[config.mk]
export PLATFORM = sky130hd
export DESIGN_NAME = keypad_scanner
export DESIGN_NICKNAME = d
export VERILOG_FILES = /design/src/rtl/keypad_scanner.sv
export SDC_FILE = /design/constraint.sdc
export NUM_CORES = 1
export LEC_CHECK = 0
export CORE_MARGIN = 2
export CORE_UTILIZATION = 57
export CTS_CLUSTER_SIZE = 20
export DETAILED_ROUTE_END_ITERATION = 8
export GPL_TIMING_DRIVEN = 0
export PLACE_DENSITY = 0.75
export SLEW_MARGIN = 0
export SYNTH_ARGS = -nofsm -noshare
export SYNTH_HDL_FRONTEND = slang
export SYNTH_SLANG_ARGS = --single-unit
export TNS_END_PERCENT = 20
[constraint.sdc]
create_clock -name clk -period 7.8 [get_ports clk]
set_clock_uncertainty 0.1 [all_clocks]
set_input_delay 0.78 -clock clk [delete_from_list [all_inputs] [get_ports clk]]
set_output_delay 0.78 -clock clk [all_outputs]
set_load 0.1 [all_outputs]
[src/rtl/keypad_scanner.sv]
// Matrix keypad scanner: one-hot row drive, 2-flop column sync, debounce, one event per press.
// Define KEYPAD_REPEAT_EN to add typematic auto-repeat (REPEAT_START / REPEAT_PERIOD).
module keypad_scanner #(
    parameter int unsigned NROWS         = 4,
    parameter int unsigned NCOLS         = 4,
    parameter int unsigned SCAN_DWELL    = 4,
    parameter int unsigned DEBOUNCE      = 10,
    parameter int unsigned RELEASE_DELAY = 20
`ifdef KEYPAD_REPEAT_EN
    ,
    parameter int unsigned REPEAT_START  = 500,
    parameter int unsigned REPEAT_PERIOD = 100
`endif
) (
    input  logic                              clk,
    input  logic                              reset,
    input  logic [NCOLS-1:0]                  cols,
    output logic [NROWS-1:0]                  rows,
    output logic                              key_valid,
    output logic [$clog2(NROWS)-1:0]          key_row,
    output logic [$clog2(NCOLS)-1:0]          key_col,
    output logic [$clog2(NROWS*NCOLS)-1:0]    key_code,
    output logic                              held,
    output logic                              scanning
);

    localparam int unsigned RW = $clog2(NROWS);
    localparam int unsigned CW = $clog2(NCOLS);
    localparam int unsigned KW = $clog2(NROWS * NCOLS);

    typedef enum logic [1:0] {StScan, StDebounce, StPressed, StHold} state_e;

    state_e            state_q, state_d;
    logic [NCOLS-1:0]  sync1_q, csync_q;
    logic [NCOLS-1:0]  pat_q, pat_d;
    logic [RW-1:0]     row_q, row_d, row_next;
    logic [NROWS-1:0]  rows_q, rows_d;
    logic [31:0]       dwell_q, dwell_d;
    logic [31:0]       deb_q, deb_d;
    logic [31:0]       rel_q, rel_d;
    logic              key_valid_q, key_valid_d;
    logic [RW-1:0]     key_row_q, key_row_d;
    logic [CW-1:0]     key_col_q, key_col_d;
    logic [KW-1:0]     key_code_q, key_code_d;
    logic              held_q, held_d;
    logic [CW-1:0]     pat_col;
    logic              pat_multi;
`ifdef KEYPAD_REPEAT_EN
    logic [31:0]       rpt_q, rpt_d;
    logic              rpt_on_q, rpt_on_d;
`endif

    function automatic logic [31:0] sat_inc(input logic [31:0] v);
        return (v == '1) ? v : v + 32'd1;
    endfunction

    function automatic logic [CW-1:0] col_index(input logic [NCOLS-1:0] p);
        logic [CW-1:0] idx;
        idx = '0;
        for (int i = 0; i < NCOLS; i++) begin
            if (p[i]) idx = CW'(i);
        end
        return idx;
    endfunction

    assign row_next  = (row_q == RW'(NROWS - 1)) ? '0 : row_q + 1'b1;
    assign pat_col   = col_index(pat_q);
    // More than one bit set: clearing the lowest set bit leaves something behind.
    assign pat_multi = |(pat_q & (pat_q - 1'b1));

    always_comb begin
        state_d     = state_q;
        pat_d       = pat_q;
        row_d       = row_q;
        rows_d      = rows_q;
        dwell_d     = dwell_q;
        deb_d       = deb_q;
        rel_d       = rel_q;
        key_valid_d = 1'b0;
        key_row_d   = key_row_q;
        key_col_d   = key_col_q;
        key_code_d  = key_code_q;
        held_d      = held_q;
`ifdef KEYPAD_REPEAT_EN
        rpt_d       = rpt_q;
        rpt_on_d    = rpt_on_q;
`endif
        unique case (state_q)
            StScan: begin
                if (dwell_q >= SCAN_DWELL - 1) begin
                    dwell_d = '0;
                    if (csync_q == '0) begin
                        row_d  = row_next;
                        rows_d = NROWS'(1) << row_next;
                    end else begin
                        pat_d   = csync_q;
                        deb_d   = '0;
                        state_d = StDebounce;
                    end
                end else begin
                    dwell_d = sat_inc(dwell_q);
                end
            end
            StDebounce: begin
                if (csync_q == pat_q) begin
                    deb_d = sat_inc(deb_q);
                    if (deb_d >= DEBOUNCE) begin
                        deb_d = '0;
                        rel_d = '0;
                        if (pat_multi) begin
                            // Ambiguous chord: swallow it and just wait for release.
                            held_d  = 1'b0;
                            state_d = StHold;
                        end else begin
                            key_valid_d = 1'b1;
                            key_row_d   = row_q;
                            key_col_d   = pat_col;
                            key_code_d  = KW'(int'(row_q) * NCOLS + int'(pat_col));
                            held_d      = 1'b1;
                            state_d     = StPressed;
                        end
                    end
                end else if (csync_q != '0) begin
                    pat_d = csync_q;
                    deb_d = '0;
                end else begin
                    deb_d   = '0;
                    dwell_d = '0;
                    row_d   = row_next;
                    rows_d  = NROWS'(1) << row_next;
                    state_d = StScan;
                end
            end
            StPressed: begin
                rel_d   = '0;
                state_d = StHold;
`ifdef KEYPAD_REPEAT_EN
                // Counts cycles since the accept pulse, which was this cycle.
                rpt_d    = 32'd1;
                rpt_on_d = 1'b0;
`endif
            end
            StHold: begin
                if (csync_q == '0) begin
                    rel_d = sat_inc(rel_q);
                    if (rel_d >= RELEASE_DELAY) begin
                        rel_d   = '0;
                        held_d  = 1'b0;
                        dwell_d = '0;
                        row_d   = row_next;
                        rows_d  = NROWS'(1) << row_next;
                        state_d = StScan;
                    end
                end else begin
                    rel_d = '0;
                end
`ifdef KEYPAD_REPEAT_EN
                if (held_q && (csync_q == pat_q)) begin
                    rpt_d = sat_inc(rpt_q);
                    if (rpt_d >= (rpt_on_q ? REPEAT_PERIOD : REPEAT_START)) begin
                        key_valid_d = 1'b1;
                        rpt_d       = '0;
                        rpt_on_d    = 1'b1;
                    end
                end else begin
                    rpt_d    = '0;
                    rpt_on_d = 1'b0;
                end
`endif
            end
            default: state_d = StScan;
        endcase
    end

    always_ff @(posedge clk) begin
        if (!reset) begin
            state_q     <= StScan;
            sync1_q     <= '0;
            csync_q     <= '0;
            pat_q       <= '0;
            row_q       <= '0;
            rows_q      <= NROWS'(1);
            dwell_q     <= '0;
            deb_q       <= '0;
            rel_q       <= '0;
            key_valid_q <= 1'b0;
            key_row_q   <= '0;
            key_col_q   <= '0;
            key_code_q  <= '0;
            held_q      <= 1'b0;
`ifdef KEYPAD_REPEAT_EN
            rpt_q       <= '0;
            rpt_on_q    <= 1'b0;
`endif
        end else begin
            state_q     <= state_d;
            sync1_q     <= cols;
            csync_q     <= sync1_q;
            pat_q       <= pat_d;
            row_q       <= row_d;
            rows_q      <= rows_d;
            dwell_q     <= dwell_d;
            deb_q       <= deb_d;
            rel_q       <= rel_d;
            key_valid_q <= key_valid_d;
            key_row_q   <= key_row_d;
            key_col_q   <= key_col_d;
            key_code_q  <= key_code_d;
            held_q      <= held_d;
`ifdef KEYPAD_REPEAT_EN
            rpt_q       <= rpt_d;
            rpt_on_q    <= rpt_on_d;
`endif
        end
    end

    assign rows      = rows_q;
    assign key_valid = key_valid_q;
    assign key_row   = key_row_q;
    assign key_col   = key_col_q;
    assign key_code  = key_code_q;
    assign held      = held_q;
    assign scanning  = (state_q == StScan);

endmodule

==> out/results.txt, run 1 <==
The number of hold violations in the final report was 0; the average wire length per cell after detail routing was 17.2 um. The number of max-cap violations came out at 0. The remaining antenna violation count after routing came out at 0. At the worst endpoint, the required time is 8110 ps. TritonCTS built the clock tree. Cell area power density: 241 nW/um^2. Global routing consumed, over all layers together, 29.0% of the routing resources. At the placement stage, the worst setup path has a slack of 3840 ps.

The horizontal die dimension was 110 um; the fraction of the mapped netlist area in compound gates was 15.8%. The fraction of final layout cells with drive strength greater than 1 was 9.85%. The cell area that synthesis handed to floorplanning was 6400 sq um. The run gives 447 as the number of design-rule violations left by the first detailed-router iteration.

After routing, the total negative slack on setup checks comes to 0 ps. For the worst setup margin, the log shows 3780 ps. STA classifies the critical path endpoint as a register. Number of I/O port buffers: 20. Counting every sink on the clock net gives 122. The run gives 0 as the total count of max-transition violations in the final report. Setup repair after global routing left no endpoint under its margin.

Clock tree synthesis selected as its root buffer the cell sky130_fd_sc_hd__clkbuf_8. The region available for standard cell placement spans 10900 sq um. For the setup fix buffers added after clock tree synthesis, the log shows 0. In the synthesized netlist, the cells that appear most often are sky130_fd_sc_hd__dfxtp_1 (122), sky130_fd_sc_hd__and3_1 (68), sky130_fd_sc_hd__nor2_1 (57). The smallest clock period supported by the final layout is computed as 4020 ps. The die area came out at 12100 sq um.

The longest clock path from root to sink contains 2 buffers. The area after detailed placement came out at 6780 sq um. The tools report the post-route DRC violation count as 0.

For the number of antenna violations at the first check in global routing, the log shows 0. Summed over its instances, the top area cell type makes up 38.2% of the synthesized netlist area. Buffers inserted during clock tree synthesis total 17. The number of diodes is 0, and the weighted congestion at the end of routability-driven global placement is 0.953.

The run gives 5874 as the count of vias placed by the detailed router. The post-synthesis area per instance is 8.53 sq um. The via count of the first global-routing pass is 5646, and the slew of the pin with the lowest slew margin is 982 ps.

21 I/O pins were placed. The number of flip-flops and latches in the synthesized netlist was 122; the basic-gate share of the synthesized area counting and, or, nand and nor cells was 33.0%. Relative to the synthesized area, the layout overhead comes to 15.4%.

The synthesized netlist contains 77 unique library cells. The cell accounting for the most synthesized area was sky130_fd_sc_hd__dfxtp_1. STA classifies the critical path startpoint as a register. Entering global routing, the biggest net connects 17 pins. The net count after synthesis is 767, and the sum of net half-perimeters after detailed placement is 11600 um.

The synthesized design contains 0 enable-type register cells. In this run the core area contains 38 standard-cell rows. Summing the areas of all fa, ha and maj instances in the mapped netlist gives 2.31% of the synthesized area. The sequential fraction of the synthesis area was 38.2%; the share of synthesized area spent on multiplexers was 2.07%. The combinational family with the most area after synthesis is simple AND/OR/NAND/NOR gates. Once the floorplan was initialized, standard cells occupied 58.8% of the core.

The Yosys step of the flow raised 0 warnings. The tools report the final-report setup violation count as 0. The run finished with clean final reports. The logs give 0 for the leftover overflow at the end of global routing and 5 for the number of iterations in the first detailed-routing pass. The chip height is 110 um.

Most repeated cell in the gate-level netlist after synthesis: sky130_fd_sc_hd__dfxtp_1. Dividing the detail-routed via count by the number of cells gives 6.24. The run gives 0 as the total of hold buffers inserted after clock tree synthesis.

The run gives 806 as the number of nets in the final layout. Dividing the final minimum period by the clock period gives 51.5%. Gates resized during post-CTS repair numbered 0. The highest net fanout along the worst path was 10; the maximum VDD drop was 0.000272 V. Data on the critical path arrives at its endpoint at 4320 ps. For this run, the leading register cell type out of synthesis is sky130_fd_sc_hd__dfxtp_1. Timing would allow up to 0.249 GHz. The final design instance area without fill came out at 7390 sq um. Classification of the worst-slack hold path: register to register.

The clock reaches the later pin of the worst-skew pair after 560 ps. The detailed-route wire length was 16200 um; the synthesized instance count was 750. The worst setup path is of the register to register kind. The headroom to the max-slew limit was 34.3%; the clock input transition at the sequential cells of the worst setup and hold paths was 60 ps.

By area the synthesized netlist is led by sky130_fd_sc_hd__dfxtp_1 (38%), sky130_fd_sc_hd__and3_1 (6.6%), sky130_fd_sc_hd__nor2_1 (3.3%). For the number of H-tree branching levels, the log shows 4. Summed over all cells, the static leakage comes to 2.84 nW. Total power for the finished layout comes to 1.78 mW.

The async set-or-reset flop fraction in the synthesized netlist was 0%; the post-synthesis xor/xnor area fraction was 3.56%. The first-pass GRT wire length came out at 27200 um.
[critical path, cell delays in order, from the launching register on]
cell                       delay [ps]
sky130_fd_sc_hd__dfxtp_1          440
sky130_fd_sc_hd__ha_1             280
sky130_fd_sc_hd__nand4_2          260
sky130_fd_sc_hd__nor3_4           460
sky130_fd_sc_hd__nand4_1          450
sky130_fd_sc_hd__a211oi_1         350
sky130_fd_sc_hd__o211ai_1         110
sky130_fd_sc_hd__or4_1            460
sky130_fd_sc_hd__buf_2            190
sky130_fd_sc_hd__or2_1            230
sky130_fd_sc_hd__buf_4            180
sky130_fd_sc_hd__buf_6            150
sky130_fd_sc_hd__nand4_1          110
sky130_fd_sc_hd__o211ai_1         100
[placed cells by master (no fill, tap or decap), types with 11 or more instances in the layout]
master / instances
sky130_fd_sc_hd__clkbuf_16: 16
sky130_fd_sc_hd__dfxtp_1: 122
sky130_fd_sc_hd__inv_1: 28
sky130_fd_sc_hd__xor2_1: 11
sky130_fd_sc_hd__nor4_1: 22
sky130_fd_sc_hd__nor2_1: 57
sky130_fd_sc_hd__nor3_1: 29
sky130_fd_sc_hd__and2_1: 16
sky130_fd_sc_hd__a31oi_1: 13
sky130_fd_sc_hd__ha_1: 11
sky130_fd_sc_hd__nand4_1: 31
sky130_fd_sc_hd__mux2i_1: 11
sky130_fd_sc_hd__xnor2_1: 15
sky130_fd_sc_hd__nand2_1: 50
sky130_fd_sc_hd__a21oi_1: 31
sky130_fd_sc_hd__clkdlybuf4s50_1: 20
sky130_fd_sc_hd__and3_1: 68
sky130_fd_sc_hd__clkbuf_1: 23
sky130_fd_sc_hd__and4_1: 16
sky130_fd_sc_hd__nand3_1: 32
sky130_fd_sc_hd__buf_2: 12
sky130_fd_sc_hd__o21ai_0: 17
[worst paths after layout]
kind,startpoint,endpoint,slack [ps],depth (start not counted)
max,rel_q[0],rows[0],3780,13
min,sync1_q[0],csync_q[0],340,1
max reg2reg,rel_q[0],rows[0],3780,13
min reg2reg,sync1_q[0],csync_q[0],340,1
[where the power goes]
| group | switching (mW) | internal, mW | total [mW] |
|---|---|---|---|
| logic | 0.204 | 0.0945 | 0.299 |
| clock network | 0.300 | 0.522 | 0.822 |
| registers | 0.0157 | 0.641 | 0.657 |
[cell families after synthesis]
family,count (synthesis)
xor+xnor,26
simple gates,366
mux,13
compound gates,140
buf+inv,71
fa+ha+maj,12
flops,122
[per-stage QoR]
stage	cells	util, %	hold slack [ps]
floorplan	750	-	312
global placement	910	62.2	315
detailed placement	910	62.2	323
CTS	942	67.9	338
global route	942	67.9	359
finish	942	67.9	336
[area by class of cell]
| type | instances | area (sq um) |
|---|---|---|
| multi-input combinational | 557 | 3630 |
| clock buffer | 19 | 422 |
| inverter | 28 | 105 |
| tap | 140 | 175 |
| timing repair buffer | 20 | 200 |
| clock inverter | 13 | 190 |
| fill | 880 | 3500 |
| sequential | 122 | 2440 |
| buffer | 43 | 220 |
[state kept, by name (all words and copies together) (netlist names), named ones only]
name	count
key_col	1
held	1
rel_q	32
dwell_q	32
deb_q	32
state_q	1
pat_q	4
key_valid	1
sync1_q	4
csync_q	4
rows	4
key_code	1
row_q	2
key_row	2
[per-layer routing]
layer | GRT usage [%] | vias to the layer above | wire length (um)
li1 | - | 2899 | -
met1 | 37.0 | 2773 | 7470
met2 | 46.0 | 162 | 7540
met3 | 8.47 | 40 | 885
met4 | 11.5 | 0 | 342
met5 | 0 | - | 0
No activity file was read; power rests on OpenSTA's default activity.
==> run 2, diff against run 1 <==
==> constraint.sdc (replaced) <==
create_clock -name clk -period 3.87 [get_ports clk]
set_clock_uncertainty 0.1 [all_clocks]
set_input_delay 0.387 -clock clk [delete_from_list [all_inputs] [get_ports clk]]
set_output_delay 0.387 -clock clk [all_outputs]
set_load 0.1 [all_outputs]
==> out/results.txt, run 2 (same netlist as run 1, synthesis figures left out) <==
The run finished with clean final reports. The classification of the worst-slack hold path was input port to register. For the combinational cell fraction of total power, the log shows 17.0% (+0.2 points). The slew of the pin with the lowest slew margin works out to 980 ps (-2.53 ps). The total of hold buffers inserted after clock tree synthesis is 0 (unchanged). For the number of hold violations in the final report, the log shows 0 (unchanged).

Highest metal layer used by the detailed router: met4. The final-report setup violation count was 0 (unchanged). Leaving out fill and tap cells, the most frequent cell in the layout is sky130_fd_sc_hd__dfxtp_1.

The slowest stage of the critical path is the sky130_fd_sc_hd__or4b_1 cell. Compared with the post-synthesis result, the final layout area differs by 17.8%. The tools report the net switching power as 1.05 mW (+100%). The largest registers in the layout are deb_q: 32 flops, dwell_q: 32 flops, rel_q: 32 flops. The post-detailed-route via-to-cell ratio works out to 6.26 (+0.45%). The portion of the clock cycle consumed by the worst path in the final layout was 95.9% (+44 points); the switching share of power was 29.2% (-0.10 points).

The detailed-route wire length was 16500 um (+1.8%); the count of vias placed by the detailed router was 5944 (+1.2%). The maximum clock frequency is 0.269 GHz (+8.3%), and the die area is 12100 sq um (unchanged). The final critical delay including setup and external delays is 3710 ps (-307 ps), and the utilization after layout is 69.3% (+1.4 points).

The number of max-cap violations came out at 0 (unchanged). The largest buffer count on any clock path is 2 (unchanged), and the number of ports placed on the die boundary is 21 (unchanged). The run gives 0 ps (unchanged) as the sum of negative setup slack. The cell-internal power is 2.54 mW (+100%), and the via count of the first global-routing pass is 5661 (+0.27%).

For the source-to-sink clock delay at the later pin of the worst-skew pair, the log shows 550 ps (about the same). The clock buffer count from CTS came out at 17 (unchanged). In this design, the critical path's most frequently occurring cell is sky130_fd_sc_hd__buf_2. The number of antenna violations at the first check in global routing was 0 (unchanged). The sequential standard cell area is 2450 sq um (+0.15%). The run gives 910 (unchanged) as the number of placed instances with taps included. Traced cell by cell, the critical path runs through buf_2, and4_2, nand4_4, a311oi_1, mux2i_1, or4b_1, or4_1, buf_2, or2_1, buf_4, buf_6, nand4_1, o211ai_1.

The number of I/O port buffers came out at 20 (unchanged). Sort of element at the end of the critical path: a register. The cell sitting at the root of the clock tree is a sky130_fd_sc_hd__clkbuf_8. STA classifies the critical path startpoint as a register. The cell area power density was 475 nW/um^2 (+98%); the starting utilization of the core area was 58.8% (unchanged). The number of iterations in the first detailed-routing pass is 6 (+1), and the multi-input gate area in the final layout is 3730 sq um (+2.6%). The highest net fanout along the worst path is 10 (unchanged). Type of the worst setup path: register to register. The sum of net half-perimeters after detailed placement was 11600 um (unchanged); the number of sinks on the clock net was 122 (unchanged). The number of H-tree branching levels is 4 (unchanged), and the clock input transition at the sequential cells of the worst setup and hold paths is 60 ps (about the same). The overall global routing resource usage was 29.1% (+0.16 points). The number of fillers in the final layout is 867 (-1.5%). The average wire length per cell after detail routing works out to 17.4 um (+1.1%). The number of design-rule violations left by the first detailed-router iteration is 456 (+2.0%). The tools report the met2 wire length as 7720 um (+2.4%).

The tools report the headroom to the max-slew limit as 34.5% (+0.17 points). The first-pass GRT wire length came out at 27400 um (+0.58%). The tools report the maximum number of pins on one net before global-route repair as 17 (unchanged). The maximum VDD drop was 0.000550 V (+100%); the chip height was 110 um (unchanged). The number of rows created at floorplan is 38 (unchanged). The delay of the slowest cell on the worst path works out to 520 ps (+60 ps). The leakage power was 2.95 nW (+3.7%).

The post-route DRC violation count is 0 (unchanged). TritonCTS built the clock tree. The tools report the data required time at the worst endpoint as 4170 ps (-3940 ps).

The total met3 wirelength after detailed routing was 894 um (+1.0%); the number of nets in the final layout was 813 (+0.87%). The tools report the met1 wire length as 7520 um (+0.64%). In the layout the commonest cells are sky130_fd_sc_hd__dfxtp_1 (119), sky130_fd_sc_hd__and3_1 (68), sky130_fd_sc_hd__nor2_1 (57), sky130_fd_sc_hd__nand2_1 (50).

The run gives 46.0% (-0.3 points) as the clock power share. The fraction of final layout cells with drive strength greater than 1 was 12.4% (+2.5 points); the number of diodes was 0 (unchanged). The leftover overflow at the end of global routing came out at 0 (unchanged). Non-filler instance count after layout: 949 (+0.74%). The total count of max-transition violations in the final report is 0 (unchanged), and the arrival time of the worst setup path is 4010 ps (-310 ps). The horizontal die dimension was 110 um (unchanged). The remaining antenna violation count after routing is 0 (unchanged), and the weighted congestion at the end of routability-driven global placement is 0.953 (unchanged). The core area is 10900 sq um (unchanged), and the portion of total power attributed to sequential cells is 36.9% (about the same).
run 2: cell types whose count changed in the layout (fill, tap and decap cells not counted), sizes merged:
cell,previous run,this run
buf,21,28
run 2: worst paths after layout:
| check | from | to | slack (ps) | cells after the start |
|---|---|---|---|---|
| max reg2reg | rel_q[2] | rows[0] | 160 | 13 |
| min reg2reg | sync1_q[0] | csync_q[0] | 340 | 1 |
| min | cols[1] | sync1_q[1] | 320 | 2 |
| max | rel_q[2] | rows[0] | 160 | 13 |
run 2: final cells by class:
class / count / area share [%]
Buffer: 43 / 2.94
Timing Repair Buffer: 27 / 3.35
Clock buffer: 19 / 5.59
Inverter: 28 / 1.39
Multi-Input combinational cell: 557 / 49.4
Clock inverter: 13 / 2.52
Tap cell: 140 / 2.32
Sequential cell: 122 / 32.4
run 2: critical path, delay by kind of cell, from the launching register on:
family          cells  cell delay, ps
compound gates      2             470
mux                 1             180
buf+inv             4             730
flops               1             300
simple gates        6            1770
run 2: power by group through the flow:
| stage | clock network (mW) | logic, mW | registers (mW) |
|---|---|---|---|
| after floorplan | 0 | 0.384 | 1.42 |
| after global placement | 0 | 0.588 | 1.35 |
| after detailed placement | 0 | 0.598 | 1.35 |
| after CTS | 1.67 | 0.602 | 1.32 |
| after global routing | 1.72 | 0.663 | 1.33 |
| final | 1.65 | 0.611 | 1.32 |
run 2: what timing repair did:
| item | in CTS | in global routing |
|---|---|---|
| resized for setup | 0 | 21 |
| buffers inserted | 4 | 3 |
| setup endpoints to repair | 34 | 71 |
| pin swaps | 3 | 6 |
run 2: routing by layer:
layer  GRT usage (%)  up-vias
met4            12.3        0
met3            7.47       36
li1                -     2910
met5               0        -
met1            37.3     2818
met2            46.6      180
run 2: stage by stage:
stage / setup slack (ps) / hold slack, ps / power [mW] / instance area [sq um]
floorplan: 418 / 312 / 1.80 / 6400
global placement: -50.6 / 315 / 1.93 / 6780
detailed placement: -92.2 / 323 / 1.95 / 6780
CTS: 23.3 / 310 / 3.59 / 7420
global route: -3.08 / 325 / 3.71 / 7540
finish: 158 / 323 / 3.58 / 7540
==> run 3, diff against run 2 <==
==> constraint.sdc (replaced) <==
create_clock -name clk -period 4.1 [get_ports clk]
set_clock_uncertainty 0.1 [all_clocks]
set_input_delay 0.41 -clock clk [delete_from_list [all_inputs] [get_ports clk]]
set_output_delay 0.41 -clock clk [all_outputs]
set_load 0.1 [all_outputs]
==> out/results.txt, run 3 (same netlist as run 1, synthesis figures left out) <==
The clock root buffer is sky130_fd_sc_hd__clkbuf_8. The run gives 220 ps (+70 ps) as the reg-to-reg setup timing slack. Leakage power: 2.88 nW (-2.4%). The total of hold buffers inserted after clock tree synthesis was 0 (unchanged). For this design, the slowest cell found on the critical path is sky130_fd_sc_hd__or4_1. The slew of the pin with the lowest slew margin came out at 981 ps (+1.34 ps). The logs give 38 (unchanged) for the number of rows created at floorplan and 2440 sq um (-0.15%) for the sequential standard cell area.

For the starting utilization of the core area, the log shows 58.8% (unchanged). The post-detailed-route via-to-cell ratio came out at 6.25 (-0.18%). The utilization after layout was 68.1% (-1.1 points); the clock input transition at the sequential cells of the worst setup and hold paths was 60 ps (about the same). The type of the worst setup path was register to register. The number of hold violations in the final report is 0 (unchanged), and the number of iterations in the first detailed-routing pass is 6 (unchanged).

The remaining antenna violation count after routing is 0 (unchanged), and the leftover overflow at the end of global routing is 0 (unchanged). The tools report the number of sinks on the clock net as 122 (unchanged). The final critical delay including setup and external delays came out at 3880 ps (+164 ps). The run gives 21 (unchanged) as the number of ports placed on the die boundary.

For the core area, the log shows 10900 sq um (unchanged). For the number of fillers in the final layout, the log shows 878 (+1.3%). The clock buffer count from CTS came out at 17 (unchanged). The buffer and inverter count on the worst path was 2 (-2). The tools report the first-pass GRT wire length as 27200 um (-0.58%). The number of I/O port buffers is 20 (unchanged), and the sum of net half-perimeters after detailed placement is 11600 um (unchanged). The non-filler instance count after layout came out at 944 (-0.53%).

Number of design-rule violations left by the first detailed-router iteration: 438 (-3.9%). TritonCTS built the clock tree. Overall global routing resource usage: 29.0% (-0.16 points). The tools report the number of antenna violations at the first check in global routing as 0 (unchanged). For the weighted congestion at the end of routability-driven global placement, the log shows 0.953 (unchanged).

The detailed-route wire length is 16300 um (-1.6%). In this run the worst hold path is classified as register to register. The fraction of final layout cells with drive strength greater than 1 was 10.2% (-2.2 points); the via count of the first global-routing pass was 5646 (-0.26%). The arrival time of the worst setup path was 4180 ps (+170 ps). The run gives 12100 sq um (unchanged) as the die area. The cell area power density came out at 456 nW/um^2 (-4.1%). The total count of max-transition violations in the final report was 0 (unchanged). The tools report the number of nets in the final layout as 808 (-0.62%). Leaving out fill and tap cells, the most frequent cells in the layout are sky130_fd_sc_hd__dfxtp_1 (122), sky130_fd_sc_hd__and3_1 (68), sky130_fd_sc_hd__nor2_1 (57), sky130_fd_sc_hd__nand2_1 (50), sky130_fd_sc_hd__nand3_1 (32). The run gives 0 (unchanged) as the number of max-cap violations. The number of H-tree branching levels is 4 (unchanged), and the final-report setup violation count is 0 (unchanged). The tools report the source-to-sink clock delay at the later pin of the worst-skew pair as 550 ps (about the same). The critical path goes through ha_1, inv_1, or4_1, o311a_1, a311oi_1, a31oi_1, a2111o_1, o41a_1, buf_2, a41oi_1, nor3_1. For the multi-input gate area in the final layout, the log shows 3650 sq um (-2.1%).

The number of diodes is 0 (unchanged). The run finished with clean final reports. The number of cells on the worst reg-to-reg path came out at 11 (-2).

The headroom to the max-slew limit was 34.4% (-0.090 points). The end point of the most critical hold path was csync_q[0]. Startpoint of the worst-slack reg-to-reg timing path: deb_q[0].

The endpoint identified for the worst register-to-register timing path is rel_q[3]. The count of vias placed by the detailed router was 5902 (-0.71%). The sort of element at the end of the critical path was a register. The horizontal die dimension is 110 um (unchanged). The worst setup path is launched from a register. The post-route DRC violation count was 0 (unchanged); the highest net fanout along the worst path was 10 (unchanged).

The maximum clock frequency was 0.258 GHz (-4.2%); the chip height was 110 um (unchanged). The portion of the clock cycle consumed by the worst path in the final layout was 94.6% (-1.4 points). In the final layout, the registers with the most flip-flops are deb_q: 32 flops, dwell_q: 32 flops, rel_q: 32 flops. The average wire length per cell after detail routing was 17.2 um (-1.1%); the delay of the slowest cell on the worst path was 610 ps (+90 ps). For the maximum VDD drop, the log shows 0.000517 V (-6.1%). The layout overhead on the synthesized area was 15.9%. Maximum number of pins on one net before global-route repair: 17 (unchanged). The worst hold path stage count was 1 (-1); the data required time at the worst endpoint was 4410 ps (+240 ps). Leaving out fill and tap cells, the most frequent cell in the layout is sky130_fd_sc_hd__dfxtp_1.

The tools report the number of placed instances with taps included as 910 (unchanged). The tools report the largest buffer count on any clock path as 2 (unchanged). The cell family contributing the most delay on the critical path is compound AO/OA/AOI/OAI gates.

In this run the most critical hold path is launched from sync1_q[0].
## run 3: where the power goes
group / internal, mW / leakage [nW] / switching (mW)
clock network: 0.993 / 0.297 / 0.568
registers: 1.22 / 0.985 / 0.0300
logic: 0.180 / 1.59 / 0.391
## run 3: worst max-delay path by stage
| stage | slack, ps | start | to | depth (start not counted) |
|---|---|---|---|---|
| final | 220 | deb_q[0] | rel_q[3] | 11 |
| after global routing | -10 | rel_q[10] | dwell_q[28] | 11 |
| after floorplan | 650 | rel_q[0] | dwell_q[7] | 13 |
| after global placement | 180 | rel_q[0] | rows[0] | 13 |
| after CTS | 110 | rel_q[0] | rows[0] | 13 |
| after detailed placement | 140 | rel_q[0] | rows[0] | 13 |
## run 3: metrics by stage
stage	setup TNS (ps)	power, mW	worst slack, ps	hold WS, ps	cell area (sq um)
5_1_grt	-11.0	3.50	-11.0	343	7420
3_5_place_dp	0	1.84	138	323	6780
6_report	0	3.38	223	336	7420
4_1_cts	0	3.39	108	333	7390
3_3_place_gp	0	1.83	179	315	6780
2_1_floorplan	0	1.70	648	312	6400
## run 3: layout make-up
class | instances | area share, %
Buffer | 43 | 2.97
Clock buffer | 19 | 5.68
Clock inverter | 13 | 2.56
Inverter | 28 | 1.42
Multi-Input combinational cell | 557 | 49.2
Sequential cell | 122 | 32.9
Tap cell | 140 | 2.36
Timing Repair Buffer | 22 | 2.90
## run 3: routing by layer
metal / track usage, % / part of all wire [%] / routed length, um
met1: 37.0 / 47 / 7580
met2: 46.0 / 46 / 7540
met3: 8.47 / 5.1 / 828
met4: 11.5 / 1.9 / 302
met5: 0 / 0 / 0
## run 3: what timing repair did
action	CTS	global route
resized for setup	0	2
buffers inserted	0	2
endpoints found under the setup margin	0	36
==> patch (config.mk and constraints of run 2) <==
Register the output `scanning`, with the module's reset; this adds one clock of latency there. The other outputs are not delayed to match.
--- a/src/rtl/keypad_scanner.sv
+++ b/src/rtl/keypad_scanner.sv
@@ -220,7 +220,13 @@
     assign key_col   = key_col_q;
     assign key_code  = key_code_q;
     assign held      = held_q;
-    assign scanning  = (state_q == StScan);
+    always_ff @(posedge clk) begin
+        if (!reset) begin
+            scanning <= '0;
+        end else begin
+            scanning <= (state_q == StScan);
+        end
+    end
 
 endmodule
 
Check against the original RTL: not equivalent (a bounded check fails within 4 cycles, from zero or initial values and one cycle with reset low).
==> patch against run 2 <==
- area after synthesis decreased by 5.3%
- largest cell class unchanged
- design area decreased by 5.0%
- sequential cell count increased by 1
- setup slack improved by 85 ps
- wire length decreased by 13%
- non-clock buffer count decreased by 6
Power is not compared: it rests on default switching activity, and its combinational part moved more than twofold at a synthesized area within 25%.
==> patch: results (changes against run 2) <==
[outcome]
status=finished, final reports clean

[synth]
synth_fa_ha_area_share_pct=1.82  ; -0.49 points
yosys-top-cells-count=dfxtp_1, and2_1, nand2_1, nor2_1, and3_1
synthTopCellsByArea=dfxtp_1, and2_1, and3_1
synth_compound_area_share_pct=12.0  ; -3.8 points
synthDistinctLibCells=75  ; -2.6%
synth_mux_area_share_pct=3.84  ; +1.8 points
syn-num-nets=718  ; -6.4%

[sta]
slew_headroom_pct=21.3  ; -13 points

[global_route]
grt_pass1_wl_um=24500  ; -11%
grtUsageTotal_pct=26.6  ; -2.5 points
grt_pass1_vias=5156  ; -8.9%

[setup_path]
slowest_delay_ps=600  ; +80 ps
critPathSlowestCell=or4_1
r2r_setup_slack_ps=240  ; +90 ps
reg2reg_to=rel_q[4]
critPathLaunch=deb_q[24]
reg2reg_depth=10  ; -3

[placed_design]
gp_congestion=0.910  ; -4.5%
postPlaceCellArea_um2=6430  ; -5.1%
dp.cells=860  ; -5.5%
post-place-ws_ps=-297  ; -205 ps

[hold_path]
whs_endpoint=csync_q[3]
min_path_type=register to register
worstHoldStart=sync1_q[3]

[finish]
nFillCells=802  ; -7.5%
final_nets=767  ; -5.7%
layout.cells.non_filler=901  ; -5.1%
drive_gt1_share_pct=10.7  ; -1.6 points

[clocking]
clk_latency_ps=530  ; -20 ps

[detailed_routing]
dr_wl_met3_um=901  ; +0.78%
drt_iter0_drc=481  ; +5.5%
num_vias=5532  ; -6.9%
wl_met2_um=6730  ; -13%

==> patch: layout make-up <==
class | count | area, µm² | area share, %
plain buffers | 34 | 154 | 2.15
clock buffers | 17 | 414 | 5.78
clock inverters | 14 | 171 | 2.39
inverters | 20 | 75.1 | 1.05
multi-input cells | 527 | 3440 | 48.0
flip-flops and latches | 123 | 2460 | 34.4
well taps | 136 | 170 | 2.38
repair buffers | 30 | 275 | 3.84
==> patch: stage by stage <==
stage                     hold slack, ps  power, W
after floorplan                      312   0.00147
after global placement               315   0.00152
after detailed placement             323   0.00152
after CTS                            321   0.00309
after global routing                 343   0.00316
final                                334   0.00307
==> patch: worst max path at each step <==
stage                              to  slack, ps
after detailed placement   dwell_q[2]       -300
after CTS                   rel_q[14]         10
after floorplan              deb_q[1]        650
after global placement    dwell_q[31]       -230
after global routing        rel_q[15]          4
final                        rel_q[4]        240
==> patch: cell families (layout without fill, tap and decap cells) <==
family / count (synthesis) / in the layout
AND/OR/NAND/NOR: 377 / 377
adder cells (fa/ha/maj): 9 / 9
XOR/XNOR: 18 / 18
buffers and inverters: 54 / 115
flip-flops: 123 / 123
AO/OA/AOI/OAI: 100 / 100
multiplexers: 23 / 23
==> patch: repair_timing <==
action | in CTS | in global routing
endpoints found under the setup margin | 72 | 80
resized for setup | 2 | 12
pin swaps | 1 | 3
hold buffers | 0 | 0
buffers inserted | 3 | 7
==> patch: layer usage <==
layer / track usage, % / up-vias
li1: - / 2688
met1: 36.0 / 2609
met2: 41.0 / 204
met3: 6.02 / 31
met4: 11.1 / 0
met5: 0 / -
==> patch: report_power, final <==
part | internal, W | total (W) | switching (W)
registers | 0.00129 | 0.00130 | 0.0000157
logic | 0.0000592 | 0.000197 | 0.000138
clock network | 0.000978 | 0.00157 | 0.000596
==> patch: worst max-delay path: cells and delay by family (launching register included) <==
family,cells,cell delay (ps)
buf+inv,1,250
flops,1,430
simple gates,5,1810
compound gates,4,1000
